--- config.mk ---
export PLATFORM = sky130hd
export DESIGN_NAME = attention_scheduler_flat
export DESIGN_NICKNAME = d
export VERILOG_FILES = /design/src/rtl/attention_scheduler_if.sv /design/src/rtl/attention_scheduler.sv /design/src/flat_wrapper.sv
export SDC_FILE = /design/constraint.sdc
export NUM_CORES = 1
export LEC_CHECK = 0
export ABC_AREA = 1
export CORE_AREA = 4 4 357 359
export CTS_CLUSTER_SIZE = 30
export DETAILED_ROUTE_END_ITERATION = 12
export DIE_AREA = 0 0 361 363
export SLEW_MARGIN = 20
export SYNTH_ARGS = -nofsm -noshare
export SYNTH_HDL_FRONTEND = slang
export SYNTH_SLANG_ARGS = --single-unit
--- constraint.sdc ---
create_clock -name clk -period 4.3 [get_ports clk]
set_clock_uncertainty 0.05 [all_clocks]
set_input_delay 1.075 -clock clk [delete_from_list [all_inputs] [get_ports clk]]
set_output_delay 1.075 -clock clk [all_outputs]
set_load 0.02 [all_outputs]
--- src/rtl/attention_scheduler_if.sv ---
// Purpose: bundles requester, attention-unit and response signals of the scheduler.
// Latency: none, wires only.
// Backpressure: req_ready grants one requester at a time; rsp_ready low stalls the response.
interface attention_scheduler_if #(
    parameter int NUM_REQ    = 4,
    parameter int EMBED_DIM  = 8,
    parameter int DATA_WIDTH = 16
);
    localparam int VEC_W = EMBED_DIM * DATA_WIDTH;
    localparam int ID_W  = $clog2(NUM_REQ);

    logic [NUM_REQ-1:0]         req_valid;
    logic [NUM_REQ*VEC_W-1:0]   req_x;
    logic [NUM_REQ-1:0]         req_ready;
    logic                       unit_rst;
    logic                       unit_valid_in;
    logic [VEC_W-1:0]           unit_x_in;
    logic                       unit_valid_out;
    logic [VEC_W-1:0]           unit_y_out;
    logic                       rsp_valid;
    logic [ID_W-1:0]            rsp_id;
    logic [VEC_W-1:0]           rsp_y;
    logic                       rsp_ready;
    logic                       err_timeout;
    logic [ID_W-1:0]            err_id;
    logic                       busy;
    logic [15:0]                done_count;

    // Scheduler side.
    modport slave (
        input  req_valid, req_x, unit_valid_out, unit_y_out, rsp_ready,
        output req_ready, unit_rst, unit_valid_in, unit_x_in, rsp_valid, rsp_id, rsp_y,
               err_timeout, err_id, busy, done_count
    );

    // Requesters, attention unit and response consumer.
    modport master (
        output req_valid, req_x, unit_valid_out, unit_y_out, rsp_ready,
        input  req_ready, unit_rst, unit_valid_in, unit_x_in, rsp_valid, rsp_id, rsp_y,
               err_timeout, err_id, busy, done_count
    );
endinterface

--- src/rtl/attention_scheduler.sv ---
// Purpose: round-robin sharing of one attention unit among NUM_REQ requesters, with timeout recovery.
// Latency: grant at T, unit issue at T+1, response at T+7 for a 5-cycle unit; one job per 8 cycles.
// Backpressure: rsp_ready low holds RESP indefinitely and blocks new grants.
module attention_scheduler #(
    parameter int NUM_REQ    = 4,
    parameter int EMBED_DIM  = 8,
    parameter int DATA_WIDTH = 16,
    parameter int TIMEOUT    = 32
) (
    input  logic                  clk,
    input  logic                  rst,
    attention_scheduler_if.slave  bus
);
    localparam int VEC_W = EMBED_DIM * DATA_WIDTH;
    localparam int ID_W  = $clog2(NUM_REQ);
    localparam int CNT_W = $clog2(TIMEOUT);

    typedef enum logic [2:0] {
        S_IDLE,
        S_ISSUE,
        S_WAIT,
        S_RESP,
        S_RECOVER
    } state_t;

    state_t             state;
    state_t             state_nxt;
    logic [ID_W-1:0]    rr_ptr;
    logic [ID_W-1:0]    rr_nxt;
    logic [ID_W-1:0]    cur_id;
    logic [ID_W-1:0]    grant_id;
    logic [ID_W-1:0]    cand;
    logic [ID_W:0]      sum;
    logic               grant_vld;
    logic               expire;
    logic [CNT_W-1:0]   wait_cnt;
    logic [VEC_W-1:0]   req_vec [NUM_REQ];
    logic [VEC_W-1:0]   x_reg;
    logic [VEC_W-1:0]   y_reg;
    logic [ID_W-1:0]    rsp_id_reg;
    logic [15:0]        done_cnt;

    for (genvar g = 0; g < NUM_REQ; g++) begin : g_slice
        assign req_vec[g] = bus.req_x[g*VEC_W +: VEC_W];
    end

    // Scan from rr_ptr upward; iterating offsets high-to-low lets the nearest requester win.
    always_comb begin
        grant_vld = 1'b0;
        grant_id  = '0;
        sum       = '0;
        cand      = '0;
        for (int i = NUM_REQ - 1; i >= 0; i--) begin
            sum = {1'b0, rr_ptr} + (ID_W+1)'(i);
            if (sum >= (ID_W+1)'(NUM_REQ)) begin
                sum = sum - (ID_W+1)'(NUM_REQ);
            end
            cand = sum[ID_W-1:0];
            if (bus.req_valid[cand]) begin
                grant_vld = 1'b1;
                grant_id  = cand;
            end
        end
    end

    assign rr_nxt = (grant_id == ID_W'(NUM_REQ - 1)) ? '0 : grant_id + 1'b1;

    always_ff @(posedge clk) begin
        if (rst) begin
            state <= S_IDLE;
        end else begin
            state <= state_nxt;
        end
    end

    // A result landing on the final wait cycle takes priority over the timeout.
    always_comb begin
        state_nxt = state;
        expire    = 1'b0;
        case (state)
            S_IDLE:    if (grant_vld) state_nxt = S_ISSUE;
            S_ISSUE:   state_nxt = S_WAIT;
            S_WAIT: begin
                if (bus.unit_valid_out) begin
                    state_nxt = S_RESP;
                end else if (wait_cnt == CNT_W'(TIMEOUT - 1)) begin
                    expire    = 1'b1;
                    state_nxt = S_RECOVER;
                end
            end
            S_RESP:    if (bus.rsp_ready) state_nxt = S_IDLE;
            S_RECOVER: state_nxt = S_IDLE;
            default:   state_nxt = S_IDLE;
        endcase
    end

    always_ff @(posedge clk) begin
        if (rst) begin
            rr_ptr     <= '0;
            cur_id     <= '0;
            wait_cnt   <= '0;
            x_reg      <= '0;
            y_reg      <= '0;
            rsp_id_reg <= '0;
            done_cnt   <= '0;
        end else begin
            case (state)
                S_IDLE: begin
                    if (grant_vld) begin
                        x_reg  <= req_vec[grant_id];
                        cur_id <= grant_id;
                        rr_ptr <= rr_nxt;
                    end
                end
                S_ISSUE: wait_cnt <= '0;
                S_WAIT: begin
                    if (bus.unit_valid_out) begin
                        y_reg      <= bus.unit_y_out;
                        rsp_id_reg <= cur_id;
                    end else begin
                        wait_cnt <= wait_cnt + 1'b1;
                    end
                end
                S_RESP: begin
                    if (bus.rsp_ready) done_cnt <= done_cnt + 16'd1;
                end
                default: ;
            endcase
        end
    end

    assign bus.req_ready     = (state == S_IDLE && grant_vld && !rst) ? (NUM_REQ'(1) << grant_id) : '0;
    assign bus.unit_rst      = rst | (state == S_RECOVER);
    assign bus.unit_valid_in = (state == S_ISSUE);
    assign bus.unit_x_in     = x_reg;
    assign bus.rsp_valid     = (state == S_RESP);
    assign bus.rsp_id        = rsp_id_reg;
    assign bus.rsp_y         = y_reg;
    assign bus.err_timeout   = expire & ~rst;
    assign bus.err_id        = cur_id;
    assign bus.busy          = (state != S_IDLE);
    assign bus.done_count    = done_cnt;
endmodule

--- src/flat_wrapper.sv ---
// flat-port wrapper written by rule: the top's interface ports become plain ports
module attention_scheduler_flat 
#(
    parameter int NUM_REQ    = 4,
    parameter int EMBED_DIM  = 8,
    parameter int DATA_WIDTH = 16,
    parameter int TIMEOUT    = 32
)
  (clk, rst, bus_req_valid, bus_req_x, bus_unit_valid_out, bus_unit_y_out, bus_rsp_ready, bus_req_ready, bus_unit_rst, bus_unit_valid_in, bus_unit_x_in, bus_rsp_valid, bus_rsp_id, bus_rsp_y, bus_err_timeout, bus_err_id, bus_busy, bus_done_count);
  attention_scheduler_if #(.NUM_REQ(NUM_REQ), .EMBED_DIM(EMBED_DIM), .DATA_WIDTH(DATA_WIDTH)) bus_i ();
  input  logic clk;
  input  logic rst;
  input wire logic [$bits(bus_i.req_valid)-1:0] bus_req_valid;
  input wire logic [$bits(bus_i.req_x)-1:0] bus_req_x;
  input wire logic [$bits(bus_i.unit_valid_out)-1:0] bus_unit_valid_out;
  input wire logic [$bits(bus_i.unit_y_out)-1:0] bus_unit_y_out;
  input wire logic [$bits(bus_i.rsp_ready)-1:0] bus_rsp_ready;
  output wire logic [$bits(bus_i.req_ready)-1:0] bus_req_ready;
  output wire logic [$bits(bus_i.unit_rst)-1:0] bus_unit_rst;
  output wire logic [$bits(bus_i.unit_valid_in)-1:0] bus_unit_valid_in;
  output wire logic [$bits(bus_i.unit_x_in)-1:0] bus_unit_x_in;
  output wire logic [$bits(bus_i.rsp_valid)-1:0] bus_rsp_valid;
  output wire logic [$bits(bus_i.rsp_id)-1:0] bus_rsp_id;
  output wire logic [$bits(bus_i.rsp_y)-1:0] bus_rsp_y;
  output wire logic [$bits(bus_i.err_timeout)-1:0] bus_err_timeout;
  output wire logic [$bits(bus_i.err_id)-1:0] bus_err_id;
  output wire logic [$bits(bus_i.busy)-1:0] bus_busy;
  output wire logic [$bits(bus_i.done_count)-1:0] bus_done_count;
  assign bus_i.req_valid = bus_req_valid;
  assign bus_i.req_x = bus_req_x;
  assign bus_i.unit_valid_out = bus_unit_valid_out;
  assign bus_i.unit_y_out = bus_unit_y_out;
  assign bus_i.rsp_ready = bus_rsp_ready;
  assign bus_req_ready = bus_i.req_ready;
  assign bus_unit_rst = bus_i.unit_rst;
  assign bus_unit_valid_in = bus_i.unit_valid_in;
  assign bus_unit_x_in = bus_i.unit_x_in;
  assign bus_rsp_valid = bus_i.rsp_valid;
  assign bus_rsp_id = bus_i.rsp_id;
  assign bus_rsp_y = bus_i.rsp_y;
  assign bus_err_timeout = bus_i.err_timeout;
  assign bus_err_id = bus_i.err_id;
  assign bus_busy = bus_i.busy;
  assign bus_done_count = bus_i.done_count;
  attention_scheduler #(.NUM_REQ(NUM_REQ), .EMBED_DIM(EMBED_DIM), .DATA_WIDTH(DATA_WIDTH), .TIMEOUT(TIMEOUT)) u_core (.clk(clk), .rst(rst), .bus(bus_i));
endmodule
==> summary.md <==
| Metric | Value |
|---|---|
| Status | `finished clean` |
| HPWL Detailed | `84300 um` |
| DR pass1 iterations | `5` |
| Placer Congestion | `0.935` |
| Number of synthesized flops with an enable pin | `0` |
| Clk_lat worst skew | `0.59 ns` |
| Ys Warns | `0` |
| Die Y | `363 um` |
| Port bufs | `932` |
| Final number of hold-violating endpoints | `0` |
| Synth Register Bits | `286` |
| Clock sink total | `286` |
| Reg-to-Reg Start | `u_core.rr_ptr[0]$_SDFFE_PP0N_` |
| RSZ-0062 raised after global routing | `false` |
| Setup TNS | `0 ns` |
| Nets | `4076` |
| Worst-margin pin slew | `0.985 ns` |
| Final hold slack | `0.409 ns` |
| Overall power | `0.0185 W` |
| Commonest register cell after synthesis | `dfxtp_1` |
| Post-synthesis average cell area | `6.10 um^2` |
| DRC viols | `0` |
| Die Area | `131000 um^2` |
| Initial antenna violation count | `46` |
| Distinct cells, synth | `32` |
| CP startpoint | `bus_req_valid[2]` |
| Syn Nets | `3257` |
| Area Overhead vs Synth | `78.0%` |
| Clock Tree Root | `clkbuf_16` |
| Fillcell total | `13800` |
| Via count | `19900` |
| FFs w/ async S/R, synth | `0` |
| Die X | `361 um` |
| Clock buffer depth | `3` |
| Static leakage | `12.3 nW` |
| Setup Crit Path Kind | `primary input to primary output` |
| Largest net degree at the start of global routing | `153` |
| Fmax | `242 MHz` |
| Critical Path End Type | `primary output` |
| CTS tree | `done` |
| Final Routed Wirelength | `105000 um` |
| Max-slew violations | `0` |
| Top Ports | `933` |
| CTS Buf Count | `40` |
| Tcrit/Tclk final | `0.960` |
| Post-Syn Instances | `2605` |
| Cell Count Post-Placement | `5019` |
| Worst-path clk slew | `0.06 ns` |
| Pwr Density | `655 nW/um^2` |
| Final Non-Filler Cells | `5115` |
| Crit path DAT | `3.00 ns` |
| CTS H-tree depth | `2` |
| Max-Slew Margin vs Limit | `0.344` |
| Number of max-cap violations | `0` |
| Vias in the first global route | `19100` |
| Routed length per placed instance | `20.5 um` |
| Total gr overflow | `0` |
| Starting density of the core | `0.128` |
| First-iteration detailed-routing DRC count | `1448` |
| Layout cells sized above 1 | `0.0353` |
| Final instance area | `28300 um^2` |
| Maximum fanout along the worst path | `6` |
| Avg Vias per Cell | `3.90` |
| Post-cts hold buffer count | `0` |
| Core ar. | `124000 um^2` |
| Worst EP required | `3.17 ns` |
| Total GRT Usage | `0.151` |
| First-pass GRT wire length | `144000 um` |
| Num rows | `129` |
| HP Start | `u_core.bus.rsp_y[9]$_SDFFE_PP0P_` |
| Seq/Total Area, Yosys | `0.360` |
| DP Area | `26900 um^2` |
| Synthesized area | `15900 um^2` |
| Antenna Nets Post-Route | `0` |
| Crit start category | `primary input` |
| Final setup fails | `0` |
| Hold Path Class | `register to register` |
| Min Tclk post-route | `4.13 ns` |
| Worst VDD drop | `0.000556 V` |
-- metrics by stage --
stage | worst slack (ns) | utilization
floorplan | 0.600 | -
global placement | -0.0172 | 0.217
detailed placement | 0.0305 | 0.217
CTS | 0.00258 | 0.228
global route | 0.00977 | 0.229
finish | 0.171 | 0.229
-- layout by cell type (no fill, tap or decap), types with 2 or more instances in the layout --
| cell | n |
|---|---|
| xnor2_1 | 2 |
| clkinv_2 | 7 |
| buf_4 | 25 |
| nor2_1 | 205 |
| clkbuf_8 | 10 |
| o21a_1 | 2 |
| clkdlybuf4s50_1 | 925 |
| o21ai_1 | 3 |
| dfxtp_1 | 286 |
| ha_1 | 4 |
| nor2_4 | 2 |
| nand3_4 | 2 |
| and3b_1 | 76 |
| nand2_1 | 865 |
| clkbuf_1 | 11 |
| inv_4 | 2 |
| diode_2 | 22 |
| inv_2 | 2 |
| inv_16 | 2 |
| a21oi_1 | 145 |
| nand2_4 | 2 |
| buf_12 | 15 |
| clkinvlp_4 | 4 |
| nor3_1 | 13 |
| nand3_1 | 483 |
| o21ai_0 | 13 |
| inv_1 | 293 |
| clkbuf_16 | 41 |
-- worst max-delay path, stage by stage --
cell and delay [ns]:
clkdlybuf4s50_1 0.49, inv_1 0.06, o21ai_1 0.17, nand2_1 0.14, nand2_1 0.11, inv_2 0.05, nand2_1 0.10, nand2_4 0.09
nand2_8 0.17, inv_6 0.05, ha_1 0.19, inv_1 0.10, nor2_4 0.06, buf_12 0.12
-- report_power, final --
group	switching, W	internal (W)	total [W]
clock network	0.00140	0.00199	0.00339
registers	0.000445	0.00334	0.00379
logic	0.00727	0.00408	0.0114
-- per-layer routing --
metal / wire [um] / global-route usage / vias to the layer above
met5: 106 / 0 / -
met4: 4360 / 0.0707 / 16
met3: 10000 / 0.0526 / 151
met2: 48200 / 0.241 / 803
met1: 42300 / 0.182 / 9133
li1: - / - / 9835
-- cell usage after synthesis, types with 13 or more instances --
master / instances / area share
a21oi_1: 145 / 0.046
nor3_1: 13 / 0.0041
dfxtp_1: 286 / 0.36
and3b_1: 76 / 0.042
nand3_1: 484 / 0.15
buf_2: 40 / 0.013
nor2_1: 207 / 0.049
inv_1: 295 / 0.070
o21ai_0: 13 / 0.0041
clkbuf_1: 110 / 0.026
buf_1: 13 / 0.0031
buf_4: 25 / 0.012
nand2_1: 867 / 0.20
-- path summary, 6_finish.rpt --
path	to	slack [ns]	cells past startpoint
max	bus_req_ready[2]	0.17	14
min	u_core.bus.rsp_y[9]$_SDFFE_PP0P_	0.41	2
max reg2reg	u_core.bus.unit_x_in[62]$_SDFFE_PP0N_	1.22	15
min reg2reg	u_core.bus.rsp_y[9]$_SDFFE_PP0P_	0.41	2
-- cells by family after synthesis --
kind of cell    after synthesis  share of synthesized area
compound gates              169                     0.0544
xor+xnor                      3                    0.00165
fa+ha+maj                     4                    0.00315
buf+inv                     488                      0.125
flops                       286                      0.360
simple gates               1655                      0.456
-- cell type report --
type | count | area [um^2] | area share
timing repair buffer | 966 | 9760 | 0.345
multi-input combinational | 1831 | 8260 | 0.292
sequential | 286 | 5730 | 0.202
tap | 1637 | 2050 | 0.0724
clock buffer | 61 | 1190 | 0.0421
inverter | 299 | 1130 | 0.0400
clock inverter | 13 | 130 | 0.00460
antenna | 22 | 55.1 | 0.00194
-- repair_timing --
item | 4_1_cts | 5_1_grt
gates resized for setup | 0 | 3
endpoints found under the setup margin | 0 | 1
setup buffers | 0 | 0
No activity file was read; power rests on OpenSTA's default activity.
